<file path="src/rtl/if_fetch_ctrl_if.sv">
// Instruction-side SRAM-like bus: one request/address handshake plus a data-return strobe.
// The fetch sequencer is the master; the memory side is the slave.
interface if_fetch_ctrl_if;
  logic        inst_req;
  logic [31:0] inst_addr;
  logic        inst_addr_ok;
  logic        inst_data_ok;
  logic [31:0] inst_rdata;

  modport master (
    output inst_req,
    output inst_addr,
    input  inst_addr_ok,
    input  inst_data_ok,
    input  inst_rdata
  );

  modport slave (
    input  inst_req,
    input  inst_addr,
    output inst_addr_ok,
    output inst_data_ok,
    output inst_rdata
  );
endinterface

</file>
<file path="src/rtl/if_fetch_ctrl.sv">
// Instruction-fetch sequencer: owns the fetch PC, keeps one request in flight,
// applies eret/exception/branch redirects and discards responses they make stale.
module if_fetch_ctrl #(
  parameter logic [31:0] RESET_ADDR = 32'hbfc0_0000,
  parameter logic [31:0] EXC_ADDR   = 32'hbfc0_0380
) (
  input  logic                   clk,
  input  logic                   resetn,
  input  logic                   stall,
  input  logic                   eret,
  input  logic [31:0]            epc,
  input  logic                   exc_oc,
  input  logic                   br_take,
  input  logic [31:0]            br_target,
  if_fetch_ctrl_if.master        ibus,
  output logic                   if_valid,
  output logic [31:0]            if_pc,
  output logic [31:0]            if_inst
);

  typedef enum logic [1:0] {IDLE, REQ, WAIT, HOLD} state_e;

  state_e      state_q, state_d;
  logic [31:0] pc_q, pc_d;
  logic        cancel_q, cancel_d;
  logic        if_valid_q, if_valid_d;
  logic [31:0] if_pc_q, if_pc_d;
  logic [31:0] if_inst_q, if_inst_d;

  logic        redir;
  logic [31:0] redir_tgt;

  // Only the highest-priority redirect of the cycle takes effect.
  always_comb begin
    redir     = eret | exc_oc | br_take;
    redir_tgt = br_target;
    if (eret) begin
      redir_tgt = epc;
    end else if (exc_oc) begin
      redir_tgt = EXC_ADDR;
    end
  end

  always_ff @(posedge clk or negedge resetn) begin
    if (!resetn) begin
      state_q    <= IDLE;
      pc_q       <= RESET_ADDR;
      cancel_q   <= 1'b0;
      if_valid_q <= 1'b0;
      if_pc_q    <= 32'h0;
      if_inst_q  <= 32'h0;
    end else begin
      state_q    <= state_d;
      pc_q       <= pc_d;
      cancel_q   <= cancel_d;
      if_valid_q <= if_valid_d;
      if_pc_q    <= if_pc_d;
      if_inst_q  <= if_inst_d;
    end
  end

  always_comb begin
    state_d    = state_q;
    pc_d       = pc_q;
    cancel_d   = cancel_q;
    if_valid_d = 1'b0;
    if_pc_d    = if_pc_q;
    if_inst_d  = if_inst_q;

    unique case (state_q)
      IDLE: begin
        state_d = REQ;
      end

      REQ: begin
        // A redirect cancels this issue; if the bus accepted it anyway the
        // response must still be drained in WAIT and thrown away.
        if (redir) begin
          pc_d = redir_tgt;
          if (ibus.inst_addr_ok) begin
            state_d  = WAIT;
            cancel_d = 1'b1;
          end
        end else if (ibus.inst_addr_ok) begin
          state_d  = WAIT;
          cancel_d = 1'b0;
        end
      end

      WAIT: begin
        if (ibus.inst_data_ok) begin
          if (cancel_q || redir) begin
            if (redir) begin
              pc_d = redir_tgt;
            end
            cancel_d = 1'b0;
            state_d  = REQ;
          end else begin
            if_valid_d = 1'b1;
            if_pc_d    = pc_q;
            if_inst_d  = ibus.inst_rdata;
            pc_d       = pc_q + 32'd4;
            state_d    = stall ? HOLD : REQ;
          end
        end else if (redir) begin
          pc_d     = redir_tgt;
          cancel_d = 1'b1;
        end
      end

      HOLD: begin
        if (redir) begin
          pc_d    = redir_tgt;
          state_d = REQ;
        end else if (!stall) begin
          state_d = REQ;
        end else begin
          if_valid_d = 1'b1;
        end
      end

      default: begin
        state_d = IDLE;
      end
    endcase
  end

  assign ibus.inst_req  = (state_q == REQ);
  assign ibus.inst_addr = pc_q;
  assign if_valid       = if_valid_q;
  assign if_pc          = if_pc_q;
  assign if_inst        = if_inst_q;

endmodule

</file>
<file path="src/flat_wrapper.sv">
// flat-port wrapper written by rule: the top's interface ports become plain ports
module if_fetch_ctrl_flat 
#(
  parameter logic [31:0] RESET_ADDR = 32'hbfc0_0000,
  parameter logic [31:0] EXC_ADDR   = 32'hbfc0_0380
)
  (clk, resetn, stall, eret, epc, exc_oc, br_take, br_target, if_valid, if_pc, if_inst, ibus_inst_req, ibus_inst_addr, ibus_inst_addr_ok, ibus_inst_data_ok, ibus_inst_rdata);
  if_fetch_ctrl_if ibus_i ();
  input  logic clk;
  input  logic resetn;
  input  logic stall;
  input  logic eret;
  input  logic [31:0] epc;
  input  logic exc_oc;
  input  logic br_take;
  input  logic [31:0] br_target;
  output logic if_valid;
  output logic [31:0] if_pc;
  output logic [31:0] if_inst;
  output wire logic [$bits(ibus_i.inst_req)-1:0] ibus_inst_req;
  output wire logic [$bits(ibus_i.inst_addr)-1:0] ibus_inst_addr;
  input wire logic [$bits(ibus_i.inst_addr_ok)-1:0] ibus_inst_addr_ok;
  input wire logic [$bits(ibus_i.inst_data_ok)-1:0] ibus_inst_data_ok;
  input wire logic [$bits(ibus_i.inst_rdata)-1:0] ibus_inst_rdata;
  assign ibus_inst_req = ibus_i.inst_req;
  assign ibus_inst_addr = ibus_i.inst_addr;
  assign ibus_i.inst_addr_ok = ibus_inst_addr_ok;
  assign ibus_i.inst_data_ok = ibus_inst_data_ok;
  assign ibus_i.inst_rdata = ibus_inst_rdata;
  if_fetch_ctrl #(.RESET_ADDR(RESET_ADDR), .EXC_ADDR(EXC_ADDR)) u_core (.clk(clk), .resetn(resetn), .stall(stall), .eret(eret), .epc(epc), .exc_oc(exc_oc), .br_take(br_take), .br_target(br_target), .ibus(ibus_i), .if_valid(if_valid), .if_pc(if_pc), .if_inst(if_inst));
endmodule
</file>
<file path="config.mk">
export PLATFORM = sky130hd
export DESIGN_NAME = if_fetch_ctrl_flat
export DESIGN_NICKNAME = d
export VERILOG_FILES = /design/src/rtl/if_fetch_ctrl_if.sv /design/src/rtl/if_fetch_ctrl.sv /design/src/flat_wrapper.sv
export SDC_FILE = /design/constraint.sdc
export NUM_CORES = 1
export LEC_CHECK = 0
export ABC_CLOCK_PERIOD_IN_PS = 4600
export CORE_AREA = 2 2 121 100
export CTS_BUF_LIST = sky130_fd_sc_hd__clkbuf_8 sky130_fd_sc_hd__clkbuf_16
export CTS_CLUSTER_SIZE = 24
export DETAILED_ROUTE_END_ITERATION = 10
export DIE_AREA = 0 0 123 102
export GPL_ROUTABILITY_DRIVEN = 0
export PLACE_DENSITY = 0.85
export SYNTH_ARGS = -nofsm -noshare
export SYNTH_HDL_FRONTEND = slang
export SYNTH_SLANG_ARGS = --single-unit
</file>
<file path="constraint.sdc">
create_clock -name clk -period 4.6 [get_ports clk]
set_input_delay 0.69 -clock clk [delete_from_list [all_inputs] [get_ports clk]]
set_output_delay 0.69 -clock clk [all_outputs]
set_load 0.005 [all_outputs]
</file>
# --- After elaboration in Yosys (flattened, before gate mapping) ---
# Cells that the tools add are included.
totals:
  reg_bits: 100
  input_bits: 104
classes:
  n_addsub: 1
  eq_ne: 8
  mux: 25
  n_bitwise: 3
  reduce_logical: 8
ops:
  columns: ["operator", "n"]
  rows:
  - ["32-bit two-way mux", 5]
  - ["32-bit one-hot mux with 2 select lines", 1]
  - ["32-bit by 3-bit adder with 32-bit output (second input constant)", 1]
  - ["2-bit two-way mux", 6]
  - ["1-bit two-way mux", 10]
  - ["3-bit by 2-bit != test with 1-bit output (second input constant)", 3]
  - ["2-bit one-hot mux with 4 select lines", 1]
  - ["3-bit AND reduction", 2]
  - ["2-bit equality test (second input constant)", 2]
  - ["1-bit one-hot mux with 2 select lines", 2]
  - ["4-bit AND reduction", 1]
  - ["2-bit nonzero test", 2]
  - ["2-bit by 1-bit equality test with 1-bit output (second input constant)", 1]
  - ["2-bit logical NOT", 1]
  - ["2-bit by 1-bit != test with 1-bit output (second input constant)", 1]
  - ["2-bit != test (second input constant)", 1]
  - ["1-bit bitwise OR", 2]
  - ["2-bit OR reduction", 1]
  - ["1-bit logical OR", 1]
  - ["1-bit NOT", 1]

# --- Logic depth before layout (Yosys ltp) ---
depth:
  ltp_word: 6
  mapped_depth: 8
  depth_no_buf: 7

# --- Worst setup path after synthesis ---
# Ideal clock, no wire load.
synth_timing:
  path_type: "input to register"
  startpoint: "in exc_oc"
  endpoint: "reg u_core.if_inst_q[0], in the netlist u_core.if_inst[0]"
  setup_time_ps: 125
  arrival_time_ps: 2143
  required_time_ps: 4475
  slack_ps: 2333
  stages: 6
  path_cell_list: "buf_2 nor3_2 and3_1 buf_2 buf_2 mux2_2"
synth_between:
  elab_chain_cells: 5
synth_rtl:
  columns: ["item", "line", "rtl"]
  rows:
  - ["start, declared", "flat_wrapper.sv:14", "input logic exc_oc;"]
  - ["1-bit bitwise OR (2 in a row)", "if_fetch_ctrl.sv:35", "redir = eret | exc_oc | br_take;"]
  - ["1-bit logical OR", "if_fetch_ctrl.sv:92", "if (cancel_q || redir) begin"]
  - ["1-bit NOT (no line)", null, null]
  - ["3-bit AND reduction (no line)", null, null]
  - ["end signal, assigned", "if_fetch_ctrl.sv:58", "if_inst_q <= if_inst_d;"]
  - ["end, declared", "if_fetch_ctrl.sv:28", "logic [31:0] if_inst_q, if_inst_d;"]
# Every way passes these cells.
# A chain may end at the register's enable or synchronous reset.

# --- Worst setup path after layout ---
layout_timing:
  startpoint: "in exc_oc"
  endpoint: "reg u_core.pc_q[29], in the netlist u_core.ibus.inst_addr[29]"
layout_between:
  elab_chain_cells: 6
  word_cells_on_any_way: 9
  cone_classes: "mux (6); bitwise (2); reduce/logical (1)"
layout_rtl:
  columns: ["item", "line", "rtl"]
  rows:
  - ["32-bit two-way mux or 1-bit bitwise OR (tied branches)", "if_fetch_ctrl.sv:39, if_fetch_ctrl.sv:35", null]
  - ["32-bit two-way mux or 1-bit bitwise OR (tied branches)", "if_fetch_ctrl.sv:37, if_fetch_ctrl.sv:35", null]
  - ["32-bit two-way mux or 1-bit logical OR (tied branches)", null, null]
  - ["32-bit two-way mux", "if_fetch_ctrl.sv:92", null]
  - ["32-bit two-way mux", "if_fetch_ctrl.sv:91", "if (ibus.inst_data_ok) begin"]
  - ["32-bit one-hot mux with 2 select lines *", "if_fetch_ctrl.sv:70", "unique case (state_q)"]
  - ["end signal, assigned", "if_fetch_ctrl.sv:54", "pc_q <= pc_d;"]
  - ["end, declared", "if_fetch_ctrl.sv:24", "logic [31:0] pc_q, pc_d;"]
# Every way passes the cells marked *; elsewhere a longest branch is shown, timed or not.

==> impl_metrics.toml <==
[yosys]
synth_top_family_by_area = "multiplexers"
synth_area_leaders = "dfrtp_1, mux2_2, dfstp_2"
syn-cell-area_um2 = 5310
ys_seq_area_share_pct = 47.4
synthXorXnorAreaFrac_pct = 0
synth_seq_cells = 100
async_reset_ff_share_pct = 100
ys_types = 64
yosysTopAreaCellShare_pct = 42.9
synthAdderAreaFrac_pct = 1.41
synth_compound_area_share_pct = 15.7
synth_nets = 605
synth_edf_count = 0
yosysTopAreaCell = "dfrtp_1"
muxShareOfSynthArea_pct = 16.7
yosysMostFrequentCell = "dfrtp_1"
ys.flop_type = "dfrtp_1"
synth_cells = 495
synth-simple-area-share_pct = 15.0
ys_top_cells_by_count = "dfrtp_1, mux2_2, o21ai_0, nand2_1, a21oi_1"
yosysWarnings = 0
syn_area_per_cell_um2 = 10.7

[die]
die_y_um = 102
fp.dieArea_um2 = 12500
core_area_um2 = 11300
io_pins = 202
die_x_um = 123
core.rowCount = 35
initial_core_util_pct = 47.0

[routing]
routed-via-count = 4980
wl_um = 16500
route.detailed.drc = 0
vias_per_cell = 5.99
wl_per_cell_um = 19.8
ant_nets = 0
drt_iter0_drc = 674
dr.pass1.iters = 6

[timing]
tns_ns = 0
fin_hold_ws_ns = 0.451
worst_slew_pin_slew_ns = 1.02
fin_skew_ns = 0.0100
final.min_clock_period_ns = 3.36
slew_viol_final = 0
max_freq_ghz = 0.298
period_share_pct = 72.9
hold_viol_final = 0
setup_violations = 0
slew_headroom_pct = 31.7
rsz0062_at_grt = "no"

[clocking]
clkTransAtPathRegs_ns = 0.06
post_cts_resized = 0
root_buffer = "clkbuf_16"
cts_buffers = 9
postCtsSetupBuffers = 0
cts.sinks = 100
htreeDepth = 3
clk_latency_ns = 0.34
clk_path_buf_depth = 2
cts_hold_buf = 0
cts_tree = "built"

[power_and_ir_drop]
power.density_nw_per_um2 = 447
leakage_nw = 3.27
ir_drop_v = 0.000293
total_power_mw = 3.44

[critical_path]
start_kind = "primary input"
timing.rr.end = "u_core.ibus.inst_addr[29]$_DFFE_PN1P_"
critPathArrivalTime_ns = 3.59
crit_fanout = 19
worstSetupPathType = "in2reg"
critPathCaptureType = "flop"
r2r-start = "u_core.state_q[1]$_DFFE_PN0P_"
crit_required_ns = 4.83
rr_worst_depth = 6
reg2reg_slack_ns = 1.53

[placed_design]
dpl_cell_area_um2 = 7410
dpl.hpwl_um = 11800
portBuffers = 201

[grt]
grt_pass1_wl_um = 25300
grt_pass1_vias = 4893
grt_antenna_before_repair = 0
grt_max_degree = 69
grt_usage_pct = 26.2
gr-total-overflow = 0

[final_layout]
final_area_um2 = 7700
finish.net_count = 788
utilization_pct = 68.1
drive_gt1_share_pct = 16.4
area_delta_synth_final_pct = 45.0

[outcome]
status = "finished clean"

[worst_hold_path]
hp-class = "in2async"

[job]
maxCapViolCount = 0
state kept, by name, summed over array words and instances, names as in the netlist:
name,cells
u_core.if_inst,32
u_core.if_valid,1
u_core.ibus.inst_addr,32
u_core.state_q,2
u_core.if_pc,32
u_core.cancel_q,1
placed cells by master (no fill, tap or decap), drive strengths merged, types with 4 or more instances in the layout:
cell / Yosys / layout
buf: 17 / 6
nand2: 31 / 31
clkbuf: 17 / 10
o31a: 4 / 4
a31oi: 5 / 5
a211oi: 5 / 5
dfrtp: 91 / 91
clkdlybuf4s50: 0 / 200
o221ai: 4 / 4
o22ai: 9 / 9
a22oi: 4 / 4
a221oi: 5 / 5
dfstp: 9 / 9
nand3: 18 / 18
nor2b: 10 / 10
nor4: 4 / 4
ha: 6 / 6
o21ai: 32 / 32
o22a: 6 / 6
mux2i: 10 / 10
nand4: 17 / 17
nor3: 9 / 9
nor2: 18 / 18
and3: 9 / 9
a21oi: 29 / 29
mux2: 70 / 70
inv: 13 / 16
stage by stage:
| stage | std cells | setup slack [ns] |
|---|---|---|
| 2_1_floorplan | 495 | 2.33 |
| 3_3_place_gp | 815 | 1.12 |
| 3_5_place_dp | 815 | 0.975 |
| 4_1_cts | 831 | 1.33 |
| 5_1_grt | 831 | 1.06 |
| 6_report | 832 | 1.24 |
routing by layer:
metal	part of all wire (%)	global-route usage (%)	up-vias
li1	-	-	2229
met1	40	33.3	2417
met2	47	42.5	295
met3	10	8.87	39
met4	2.2	8.65	0
met5	0	0	-
critical path: stages:
cell	delay, ns
clkdlybuf4s50_1	0.77
or3_1	0.73
nor2_2	0.64
nor2_1	0.36
a221oi_1	0.39
kinds of logic (layout without fill, tap and decap cells):
family / count (synthesis) / after routing
mux: 80 / 80
fa+ha+maj: 6 / 6
flops: 100 / 100
other cells: 0 / 1
compound gates: 125 / 125
buf+inv: 48 / 236
simple gates: 136 / 136
power by group:
| part | total [mW] | switching [mW] | internal, mW |
|---|---|---|---|
| Sequential | 1.46 | 0.342 | 1.12 |
| Combinational | 1.24 | 0.540 | 0.696 |
| Clock | 0.741 | 0.312 | 0.429 |
final cells by class:
| class | instances | area (um^2) |
|---|---|---|
| flip-flops and latches | 100 | 2510 |
| clock inverters | 6 | 51.3 |
| well taps | 148 | 185 |
| diodes | 1 | 2.50 |
| inverters | 14 | 52.6 |
| repair buffers | 206 | 2060 |
| fillers | 831 | 3600 |
| clock buffers | 10 | 239 |
| multi-input cells | 347 | 2590 |
worst max-delay path by stage:
stage	endpoint	cells past startpoint	start	slack [ns]
finish	u_core.ibus.inst_addr[29]$_DFFE_PN1P_	5	exc_oc	1.24
CTS	u_core.ibus.inst_addr[29]$_DFFE_PN1P_	5	exc_oc	1.33
global placement	u_core.ibus.inst_addr[30]$_DFFE_PN0P_	6	exc_oc	1.12
global route	u_core.ibus.inst_addr[29]$_DFFE_PN1P_	5	exc_oc	1.06
detailed placement	u_core.ibus.inst_addr[29]$_DFFE_PN1P_	5	exc_oc	0.98
floorplan	u_core.if_inst[0]$_DFFE_PN0P_	6	exc_oc	2.33
(Power assumes the default switching activity.)
